--- config.mk ---
export PLATFORM = sky130hd
export DESIGN_NAME = seq_div_32b
export DESIGN_NICKNAME = d
export VERILOG_FILES = /design/src/rtl/seq_div_32b.sv
export SDC_FILE = /design/constraint.sdc
export NUM_CORES = 1
export LEC_CHECK = 0
export CORE_UTILIZATION = 25
export CTS_CLUSTER_DIAMETER = 100
export DETAILED_ROUTE_END_ITERATION = 6
export GPL_TIMING_DRIVEN = 0
export HOLD_SLACK_MARGIN = 0.06
export PLACE_DENSITY = 0.42
export REMOVE_ABC_BUFFERS = 1
export SLEW_MARGIN = 20
export SYNTH_ARGS = -nofsm -noshare
export SYNTH_HDL_FRONTEND = slang
export SYNTH_SLANG_ARGS = --single-unit
--- constraint.sdc ---
create_clock -name clk -period 3.95 [get_ports clk]
set_clock_uncertainty 0.05 [all_clocks]
set_input_delay 0.79 -clock clk [delete_from_list [all_inputs] [get_ports clk]]
set_output_delay 0.79 -clock clk [all_outputs]
set_load 0.01 [all_outputs]
--- src/rtl/seq_div_32b.sv ---
// seq_div_32b: iterative unsigned restoring divider, one quotient bit per clock
//   clk         rising-edge clock
//   rst_n       asynchronous active-low reset
//   start       request, accepted only in IDLE or DONE
//   dividend    unsigned dividend, captured on accepted start
//   divisor     unsigned divisor, captured on accepted start
//   busy        high while iterating
//   done        one-cycle pulse when results become valid
//   quotient    registered quotient ({WIDTH{1}} on divide by zero)
//   remainder   registered remainder (dividend on divide by zero)
//   div_by_zero registered flag, held until the next accepted start
module seq_div_32b #(
  parameter int WIDTH = 32,
  parameter int CNT_W = 6
) (
  input  logic             clk,
  input  logic             rst_n,
  input  logic             start,
  input  logic [WIDTH-1:0] dividend,
  input  logic [WIDTH-1:0] divisor,
  output logic             busy,
  output logic             done,
  output logic [WIDTH-1:0] quotient,
  output logic [WIDTH-1:0] remainder,
  output logic             div_by_zero
);
  typedef enum logic [1:0] {IDLE, RUN, DONE} state_t;
  state_t state;
  logic [WIDTH-1:0] q_sr, dvs, p, d_lo, p_nx, q_nx;
  logic [WIDTH:0] p_sh;
  logic [CNT_W-1:0] cnt;
  logic carry, no_borrow, last;
  // The shifted partial remainder is 33 bits; its top bit set means it already
  // exceeds any 32-bit divisor, so no borrow regardless of the low subtract.
  always_comb begin
    p_sh = {p, q_sr[WIDTH-1]};
    {carry, d_lo} = {1'b0, p_sh[WIDTH-1:0]} + {1'b0, ~dvs} + (WIDTH+1)'(1);
    no_borrow = p_sh[WIDTH] | carry;
    p_nx = no_borrow ? d_lo : p_sh[WIDTH-1:0];
    q_nx = {q_sr[WIDTH-2:0], no_borrow};
    last = cnt == CNT_W'(WIDTH-1);
  end
  always_ff @(posedge clk or negedge rst_n) begin
    if (!rst_n) begin
      state <= IDLE;
      busy <= 1'b0;
      done <= 1'b0;
      quotient <= '0;
      remainder <= '0;
      div_by_zero <= 1'b0;
      q_sr <= '0;
      dvs <= '0;
      p <= '0;
      cnt <= '0;
    end else begin
      case (state)
        RUN: begin
          q_sr <= q_nx;
          p <= p_nx;
          cnt <= cnt + 1'b1;
          if (last) begin
            state <= DONE;
            busy <= 1'b0;
            done <= 1'b1;
            quotient <= q_nx;
            remainder <= p_nx;
          end
        end
        IDLE, DONE: begin
          if (start && divisor == '0) begin
            state <= DONE;
            busy <= 1'b0;
            done <= 1'b1;
            quotient <= '1;
            remainder <= dividend;
            div_by_zero <= 1'b1;
          end else if (start) begin
            state <= RUN;
            busy <= 1'b1;
            done <= 1'b0;
            q_sr <= dividend;
            dvs <= divisor;
            p <= '0;
            cnt <= '0;
            div_by_zero <= 1'b0;
          end else begin
            state <= IDLE;
            busy <= 1'b0;
            done <= 1'b0;
          end
        end
        default: begin
          state <= IDLE;
          busy <= 1'b0;
          done <= 1'b0;
        end
      endcase
    end
  end
endmodule
==> flow_summary_export.csv, run 1 <==
group,metric,value,unit
setup_path,crit_end,"cnt[4]",
synthesis,synthTopCellsByCount,"170 x dfrtp_1, 103 x o21ai_0, 89 x nand2_1, 80 x a21oi_1, 72 x inv_1",
sta,fin_crit_sh,94.3,%
synthesis,synth_top_family_by_area,"compound AO/OA/AOI/OAI gates",
floorplan,dieWidth,195,um
routing,vias_per_cell,4.67,
routing,wl_per_cell,17.2,um
grt,grt_pass1_vias,7339,
setup_path,arrival,4.00,ns
layout,final_area,0.0120,mm2
clocking,htree_levels,4,
setup_path,cp_max_fo,45,
floorplan,core-area,0.0367,mm2
layout,area_growth_syn_to_layout,28.2,%
placed_design,place_area,0.0113,mm2
layout,regArea,0.00426,mm2
synthesis,yosysSeqAreaShare,45.5,%
setup_path,reg2reg_depth,13,
power,peakVddDrop,0.354,mV
synthesis,synth-edff-count,0,
sta,fmax,0.269,GHz
layout,post-route-util,32.6,%
floorplan,initial_core_util,25.5,%
sta,min_period,3.72,ns
layout,multi_input_area,0.00459,mm2
setup_path,cp-end-kind,"register",
routing,routed_wl,27.3,mm
synthesis,yosys.area_share.simple,14.1,%
layout,diodes,0,
synthesis,synth_compound_area_share,19.2,%
grt,grt_pass1_wl,43.5,mm
layout,drive_above_1_share,9.48,%
setup_path,worst-r2r-setup-slack,0.33,ns
synthesis,yosys_most_used_dff,"dfrtp_1",
grt,overflow,0,
routing,drtIter0Drc,346,
clocking,clkSinkCount,170,
power,p_leak,5.07,nW
floorplan,die-area,0.0381,mm2
sta,finalSetupViolCount,0,
clocking,cts_buffer_depth,2,
synthesis,synth_most_common_cell,"dfrtp_1",
routing,met1Wirelength,14.5,mm
synthesis,synthXorXnorAreaFrac,2.44,%
clocking,cts_tree,"done",
synthesis,ys_warn_count,0,
placed_design,detailedPlacementHpwl,20.1,mm
sta,drv_slew,0,
synthesis,ys_types,67,
outcome,status,"finished clean",
synthesis,syn_inst,1004,
placed_design,dp_cells,1554,
routing,drcViolationCount,0,
setup_path,timing.rr.start,"q_sr[31]",
placed_design,gp_congestion,0.808,
synthesis,ys_async_sr_fraction,100,%
setup_path,path_class,"input pin to register",
layout,nFillCells,3820,
routing,vias,7414,
grt,grt_max_degree,69,
sta,rsz0062_at_grt,"no",
routing,met2_wirelength,11.8,mm
routing,drt-pass1-iter-count,5,
synthesis,synth_area_per_cell,9.31,um2
flow_run,cap_violations,0,
worst_hold_path,hold_path_class,"input pin to async pin",
setup_path,startpoint,"divisor[3]",
clocking,clk_pin_slew_worst_paths,0.07,ns
clocking,numCtsBuffers,17,
sta,maxSlewHeadroom,42.4,%
routing,detail-route-antenna-nets,0,
synthesis,synthAdderAreaFrac,4.63,%
sta,hold_violations,0,
synthesis,ys_ff_latch,170,
power,powerDensity,1020,mW/mm2
grt,grt_usage,14.7,%
setup_path,cp.required,4.23,ns
floorplan,die_h,195,um
grt,antenna_found_initial,0,
synthesis,yosys-mux-area-fraction,8.05,%
routing,wl_met3,691,um
layout,fin_nets,1207,
synthesis,synth_top_area_share,45.5,%
floorplan,pin_count,134,
setup_path,r2r-end,"remainder[31]",
synthesis,ys_top_cells_by_area,"dfrtp_1 46%, o21ai_0 5.5%, ha_1 4.4%",
layout,finalNonFillerCells,1586,
placed_design,portBuffers,133,
clocking,clkLatencyLatePin,0.44,ns
synthesis,netlist.top_cell.by_area,"dfrtp_1",
sta,worst_pin_slew,0.860,ns
routing,highest-signal-layer,"met4",
synthesis,netlist_area,0.00934,mm2
floorplan,num_rows,70,
clocking,cts-root-buf,"clkbuf_16",
setup_path,critPathLaunchType,"input pin",
## placed cells by master (no fill, tap or decap), drive strengths merged, types with 21 or more instances in the layout
cell type        n
o21ai          110
nand2           89
dfrtp          170
inv             75
nor2            61
ha              33
clkdlybuf4s50  132
a31oi           54
mux2i           38
a21oi           80
xnor2           21
nor3b           21
mux2            33
## metal layers
layer	track usage (%)	vias up
li1	-	3746
met1	22.0	3525
met2	22.0	128
met3	2.21	15
met4	3.82	0
met5	0	-
## worst min-delay path by stage
stage / start / end / slack (ns) / cells after the start
after floorplan: q_sr[31] / q_sr[31] / 0.40 / 2
after global placement: q_sr[31] / q_sr[31] / 0.42 / 2
after detailed placement: div_by_zero / div_by_zero / 0.42 / 1
after CTS: rst_n / q_sr[7] / 0.21 / 1
after global routing: rst_n / q_sr[7] / 0.22 / 1
final: rst_n / q_sr[7] / 0.20 / 1
## kinds of logic after synthesis
group,after synthesis
flops,170
xor+xnor,26
simple gates,268
fa+ha+maj,34
mux,71
compound gates,300
buf+inv,135
## metrics by stage
step	hold WS (ns)	power [mW]	setup TNS (ns)	setup slack (ns)
floorplan	0.400	7.77	-270.09	-2.94
global placement	0.423	10.0	-1935.33	-8.93
detailed placement	0.422	10.5	-47.46	-0.833
CTS	0.206	12.4	0	0.0894
global route	0.222	13.4	0	0.0934
finish	0.203	12.2	0	0.226
## area by class of cell
type,instances,area share (%)
Clock buffer,17,3.55
Clock inverter,14,1.63
Inverter,72,2.28
Multi-Input combinational cell,699,38.3
Sequential cell,170,35.6
Tap cell,468,4.89
Timing Repair Buffer,146,13.8
## timing repair
action	4_1_cts	5_1_grt
pin swaps	1	0
buffers inserted	1	0
hold buffers	0	0
setup endpoints to repair	61	6
gates resized for setup	2	1
gates cloned	0	0
## where the power goes
group,internal (mW),switching [mW]
registers,2.59,0.601
clock network,1.06,0.766
logic,3.10,4.11
## critical path, stage by stage
cell	delay (ns)
clkdlybuf4s50_1	0.45
nor4_2	0.58
nand4_1	0.37
o21bai_4	0.28
buf_16	0.19
buf_16	0.17
and2_4	0.44
buf_12	0.30
nor3_1	0.08
a21o_1	0.15
a22o_1	0.17
## flip-flops by register name, summed over array words and instances, names as in the netlist
name and flops:
quotient 32, busy 1, q_sr 32, state 1
cnt 6, div_by_zero 1, p 32, dvs 32
done 1, remainder 32
No activity file was read; power rests on OpenSTA's default activity.
==> run 2, diff against run 1 <==
Settings changed: CORE_UTILIZATION 25 to 50, PLACE_DENSITY 0.42 to 0.73, TNS_END_PERCENT set to 10.
==> run 2 against run 1 <==
Effect of this change:
- clock power up 4%
- sequential power is 1% higher
- count of clock-buffer cells in the layout unchanged
- critical path depth is 1 lower
- critical path type unchanged
- highest routed layer unchanged
- routed wire length decreased by 16%
- the run now ends with design-rule violations left
- sequential cell count unchanged
- total power is 1.5% lower
- register-to-register slack lost 0.02 ns
- hold slack improved by 0.012 ns
- die area decreased by 50%
- via count increased by 2.1%
==> flow_summary_export.csv, run 2 (synthesis results as in run 1) <==
group,metric,value,unit
outcome,status,"finished, violations left",
outcome,failed_checks,"design-rule violations",
layout,drive_above_1_share,9.16,%
clocking,clkLatencyLatePin,0.44,ns
clocking,clkSinkCount,170,
layout,layout_commonest_cell,"dfrtp_1",
power,clock_power_share,15.7,%
placed_design,gp_congestion,0.911,
placed_design,portBuffers,133,
floorplan,pin_count,134,
floorplan,core-area,0.0181,mm2
setup_path,cp_max_fo,62,
layout,nFillCells,1478,
sta,rsz0062_at_grt,"no",
sta,hold_violations,0,
placed_design,dp_cells,1311,
floorplan,num_rows,49,
setup_path,reg2reg_depth,12,
flow_run,cap_violations,0,
placed_design,place_area,0.0109,mm2
power,p_leak,5.05,nW
floorplan,die-area,0.0192,mm2
sta,min_period,3.73,ns
sta,drv_slew,0,
floorplan,dieWidth,139,um
layout,area_growth_syn_to_layout,24.3,%
routing,drtIter0Drc,433,
power,p_comb_share,57.5,%
sta,maxSlewHeadroom,49.6,%
routing,routed_wl,22.8,mm
clocking,cts_tree,"done",
grt,grt_pass1_vias,7303,
layout,final_cell_mix,"169 x dfrtp_1, 132 x clkdlybuf4s50_1, 103 x o21ai_0",
setup_path,cp-end-kind,"register",
grt,antenna_found_initial,0,
clocking,cts_buffer_depth,2,
routing,drcViolationCount,15,
clocking,cts-root-buf,"clkbuf_16",
routing,vias_per_cell,5.64,
layout,final_area,0.0116,mm2
grt,grt_usage,24.8,%
routing,detail-route-antenna-nets,0,
sta,fmax,0.268,GHz
grt,grt_max_degree,83,
clocking,clk_pin_slew_worst_paths,0.07,ns
setup_path,arrival,4.01,ns
routing,vias,7570,
power,seqPwrFrac,26.8,%
sta,finalSetupViolCount,0,
floorplan,die_h,139,um
sta,fin_tns_setup,0,ns
power,p_int,6.71,mW
power,power_switching,5.34,mW
setup_path,critPathLaunchType,"input pin",
worst_hold_path,hold_path_class,"input pin to async pin",
power,p_sw_share,44.3,%
layout,fin_nets,1202,
floorplan,initial_core_util,51.5,%
setup_path,cp.required,4.23,ns
layout,finalNonFillerCells,1343,
sta,worst_pin_slew,0.754,ns
clocking,htree_levels,4,
sta,layout_setup_ws,0.223,ns
grt,grt_pass1_wl,38.1,mm
routing,drt-pass1-iter-count,7,
power,peakVddDrop,0.541,mV
grt,overflow,0,
placed_design,pre_cts_ws,-0.965,ns
setup_path,path_class,"input pin to register",
clocking,numCtsBuffers,17,
routing,wl_per_cell,17.0,um
layout,diodes,0,
placed_design,detailedPlacementHpwl,16.2,mm
power,power,12.0,mW
power,powerDensity,1040,mW/mm2
sta,fin_crit_sh,94.3,%
clocking,cts_setup_buffers,0,
[run 2: area by class of cell]
class | instances | area (um2) | share of cell area [%]
clock buffers | 17 | 425 | 3.66
clock inverters | 15 | 239 | 2.06
inverters | 72 | 273 | 2.35
multi-input cells | 699 | 4590 | 39.5
flip-flops and latches | 170 | 4260 | 36.7
well taps | 229 | 287 | 2.47
repair buffers | 141 | 1540 | 13.3
[run 2: repair_timing]
item,in CTS,in global routing
pin swaps,0,0
endpoints found under the setup margin,23,27
hold buffers,0,0
resized for setup,3,2
[run 2: metrics by stage]
stage	hold WS, ns	util (%)
floorplan	0.400	-
global placement	0.427	58.8
detailed placement	0.419	60.2
CTS	0.227	63.9
global route	0.231	64.0
finish	0.215	64.0
[run 2: path summary, 6_finish.rpt]
path	start	end	slack (ns)
max reg2reg	q_sr[31]	p[27]	0.31
max in group asynchronous	rst_n	q_sr[28]	2.97
min reg2reg	div_by_zero	div_by_zero	0.44
min in group clk	div_by_zero	div_by_zero	0.44
min	rst_n	remainder[7]	0.21
max	divisor[3]	cnt[4]	0.22
[run 2: layer usage]
layer / global-route usage, % / wire (um) / up-vias
li1: - / - / 3752
met1: 37.0 / 11300 / 3600
met2: 37.9 / 10200 / 206
met3: 4.14 / 1120 / 12
met4: 5.50 / 152 / 0
met5: 0 / 0 / -
[run 2: worst max-delay path: stages]
cell and delay (ns):
clkdlybuf4s50_1 0.45, nor4_2 0.47, nand4_1 0.33, o21bai_4 0.63, buf_12 0.28, and2_4 0.34, buf_16 0.30, nor3_1 0.07
a21o_1 0.15, a22o_1 0.17
[run 2: power by group through the flow]
| stage | registers [mW] | clock network [mW] | logic, mW |
|---|---|---|---|
| after floorplan | 3.27 | 0 | 4.50 |
| after global placement | 3.31 | 0 | 6.34 |
| after detailed placement | 3.25 | 0 | 6.82 |
| after CTS | 3.22 | 1.91 | 6.90 |
| after global routing | 3.34 | 1.99 | 7.70 |
| final | 3.23 | 1.90 | 6.92 |
==> run 3, diff against run 2 <==
Settings changed: CORE_MARGIN set to 10, CTS_CLUSTER_SIZE set to 16, SLEW_MARGIN 20 to unset.
==> run 3 against run 2 <==
Effect of this change:
- the run now ends clean
- clock power shrank 7%
- sequential power shrank 1%
- die area grew 28%
- first-iteration DRC count grew 32%
==> flow_summary_export.csv, run 3 (synthesis results as in run 1) <==
group,metric,value,unit
clocking,cts_buffer_depth,2,
flow_run,cap_violations,0,
setup_path,r2r-end,"p[12]",
setup_path,reg2reg_depth,11,
setup_path,crit_end,"remainder[30]",
routing,vias_per_cell,5.67,
setup_path,timing.rr.start,"p[8]",
setup_path,crit_chain,"clkdlybuf4s50_1 > nor4_2 > nand4_1 > nor3_2 > o21ai_4 > inv_4 > nand2_2 > a211oi_2 > nor3_2",
placed_design,gp_congestion,0.906,
routing,vias,7610,
setup_path,arrival,3.85,ns
placed_design,detailedPlacementHpwl,17.2,mm
sta,drv_slew,0,
setup_path,cp.depth,9,
setup_path,cp.required,4.22,ns
grt,overflow,0,
grt,antenna_found_initial,0,
layout,final_area,0.0115,mm2
setup_path,worst-r2r-setup-slack,0.38,ns
sta,hold_violations,0,
layout,drive_above_1_share,8.98,%
floorplan,dieWidth,157,um
placed_design,pre_cts_ws,-0.980,ns
routing,drt-pass1-iter-count,5,
layout,area_growth_syn_to_layout,23.1,%
sta,fmax,0.279,GHz
sta,hold_ws,0.217,ns
setup_path,crit_path_frequent_cell,"nor3_2",
layout,diodes,0,
sta,finalSetupViolCount,0,
sta,worst_pin_slew,1.14,ns
floorplan,pin_count,134,
clocking,cts_setup_buffers,0,
clocking,cts-root-buf,"clkbuf_16",
clocking,clk_pin_slew_worst_paths,0.07,ns
setup_path,critical-path-top-delay-family,"simple AND/OR/NAND/NOR gates",
layout,fin_nets,1201,
sta,rsz0062_at_grt,"no",
power,peakVddDrop,0.505,mV
floorplan,die-area,0.0246,mm2
setup_path,cp-end-kind,"register",
sta,layout_setup_ws,0.366,ns
clocking,htree_levels,4,
layout,final_cell_mix,"169 x dfrtp_1, 132 x clkdlybuf4s50_1, 103 x o21ai_0",
sta,maxSlewHeadroom,23.8,%
routing,drtIter0Drc,573,
layout,layout_commonest_cell,"dfrtp_1",
clocking,cts_tree,"done",
routing,wl_per_cell,18.2,um
layout,post-route-util,63.4,%
placed_design,portBuffers,133,
clocking,clkSinkCount,170,
clocking,numCtsBuffers,17,
grt,grt_usage,20.2,%
floorplan,core-area,0.0181,mm2
power,p_leak,4.99,nW
routing,drcViolationCount,0,
sta,min_period,3.58,ns
setup_path,path_class,"input pin to register",
setup_path,cp_slowest_cell,"nor4_2",
clocking,clkLatencyLatePin,0.44,ns
outcome,status,"finished clean",
power,powerDensity,1040,mW/mm2
grt,grt_pass1_vias,7569,
placed_design,place_area,0.0109,mm2
setup_path,path_buf_inv,2,
routing,detail-route-antenna-nets,0,
grt,grt_max_degree,112,
sta,fin_crit_sh,90.7,%
setup_path,critPathLaunchType,"input pin",
worst_hold_path,hold_path_class,"input pin to async pin",
floorplan,initial_core_util,51.5,%
setup_path,cp_slowest_stage_delay,0.47,ns
grt,grt_pass1_wl,40.0,mm
setup_path,cp_max_fo,26,
routing,routed_wl,24.5,mm
floorplan,num_rows,49,
floorplan,die_h,157,um
power,power,11.9,mW
setup_path,startpoint,"divisor[3]",
==> run 3: area by class of cell <==
| class | instances | area [um2] |
|---|---|---|
| Clock inverter | 15 | 194 |
| Clock buffer | 17 | 425 |
| Timing Repair Buffer | 139 | 1480 |
| Multi-Input combinational cell | 700 | 4590 |
| Sequential cell | 170 | 4260 |
| Tap cell | 229 | 287 |
| Fill cell | 1580 | 6640 |
| Inverter | 72 | 273 |
==> run 3: worst min-delay path by stage <==
stage	cells past startpoint	slack, ns	end	from
floorplan	2	0.40	q_sr[31]	q_sr[31]
global placement	1	0.43	div_by_zero	div_by_zero
detailed placement	1	0.42	div_by_zero	div_by_zero
CTS	1	0.24	q_sr[7]	rst_n
global route	1	0.25	q_sr[7]	rst_n
finish	1	0.22	q_sr[7]	rst_n
==> run 3: what timing repair did <==
action                                  CTS  global route
hold endpoints to repair                  0             0
gates resized for setup                   4             2
endpoints found under the setup margin   56            13
pin swaps                                 0             0
hold buffers                              0             0
cloned                                    1             0
==> run 3: metrics by stage <==
| stage | TNS, ns | cells |
|---|---|---|
| global route | 0 | 1342 |
| finish | 0 | 1342 |
| global placement | -1611.44 | 1303 |
| floorplan | -270.09 | 941 |
| CTS | 0 | 1342 |
| detailed placement | -45.69 | 1309 |
==> run 3: layer usage <==
layer | global-route usage (%) | vias to the layer above | share of wire, % | wire length, um
li1 | - | 3747 | - | -
met1 | 28.7 | 3619 | 49 | 12000
met2 | 30.2 | 210 | 43 | 10600
met3 | 4.19 | 34 | 5.6 | 1380
met4 | 6.70 | 0 | 1.9 | 476
met5 | 0 | - | 0 | 0
==> run 3: power by group <==
group / total [mW] / internal (mW) / switching [mW]
combinational: 6.97 / 2.94 / 4.02
sequential: 3.19 / 2.59 / 0.601
clock: 1.77 / 1.01 / 0.762
total: 11.9 / 6.54 / 5.39
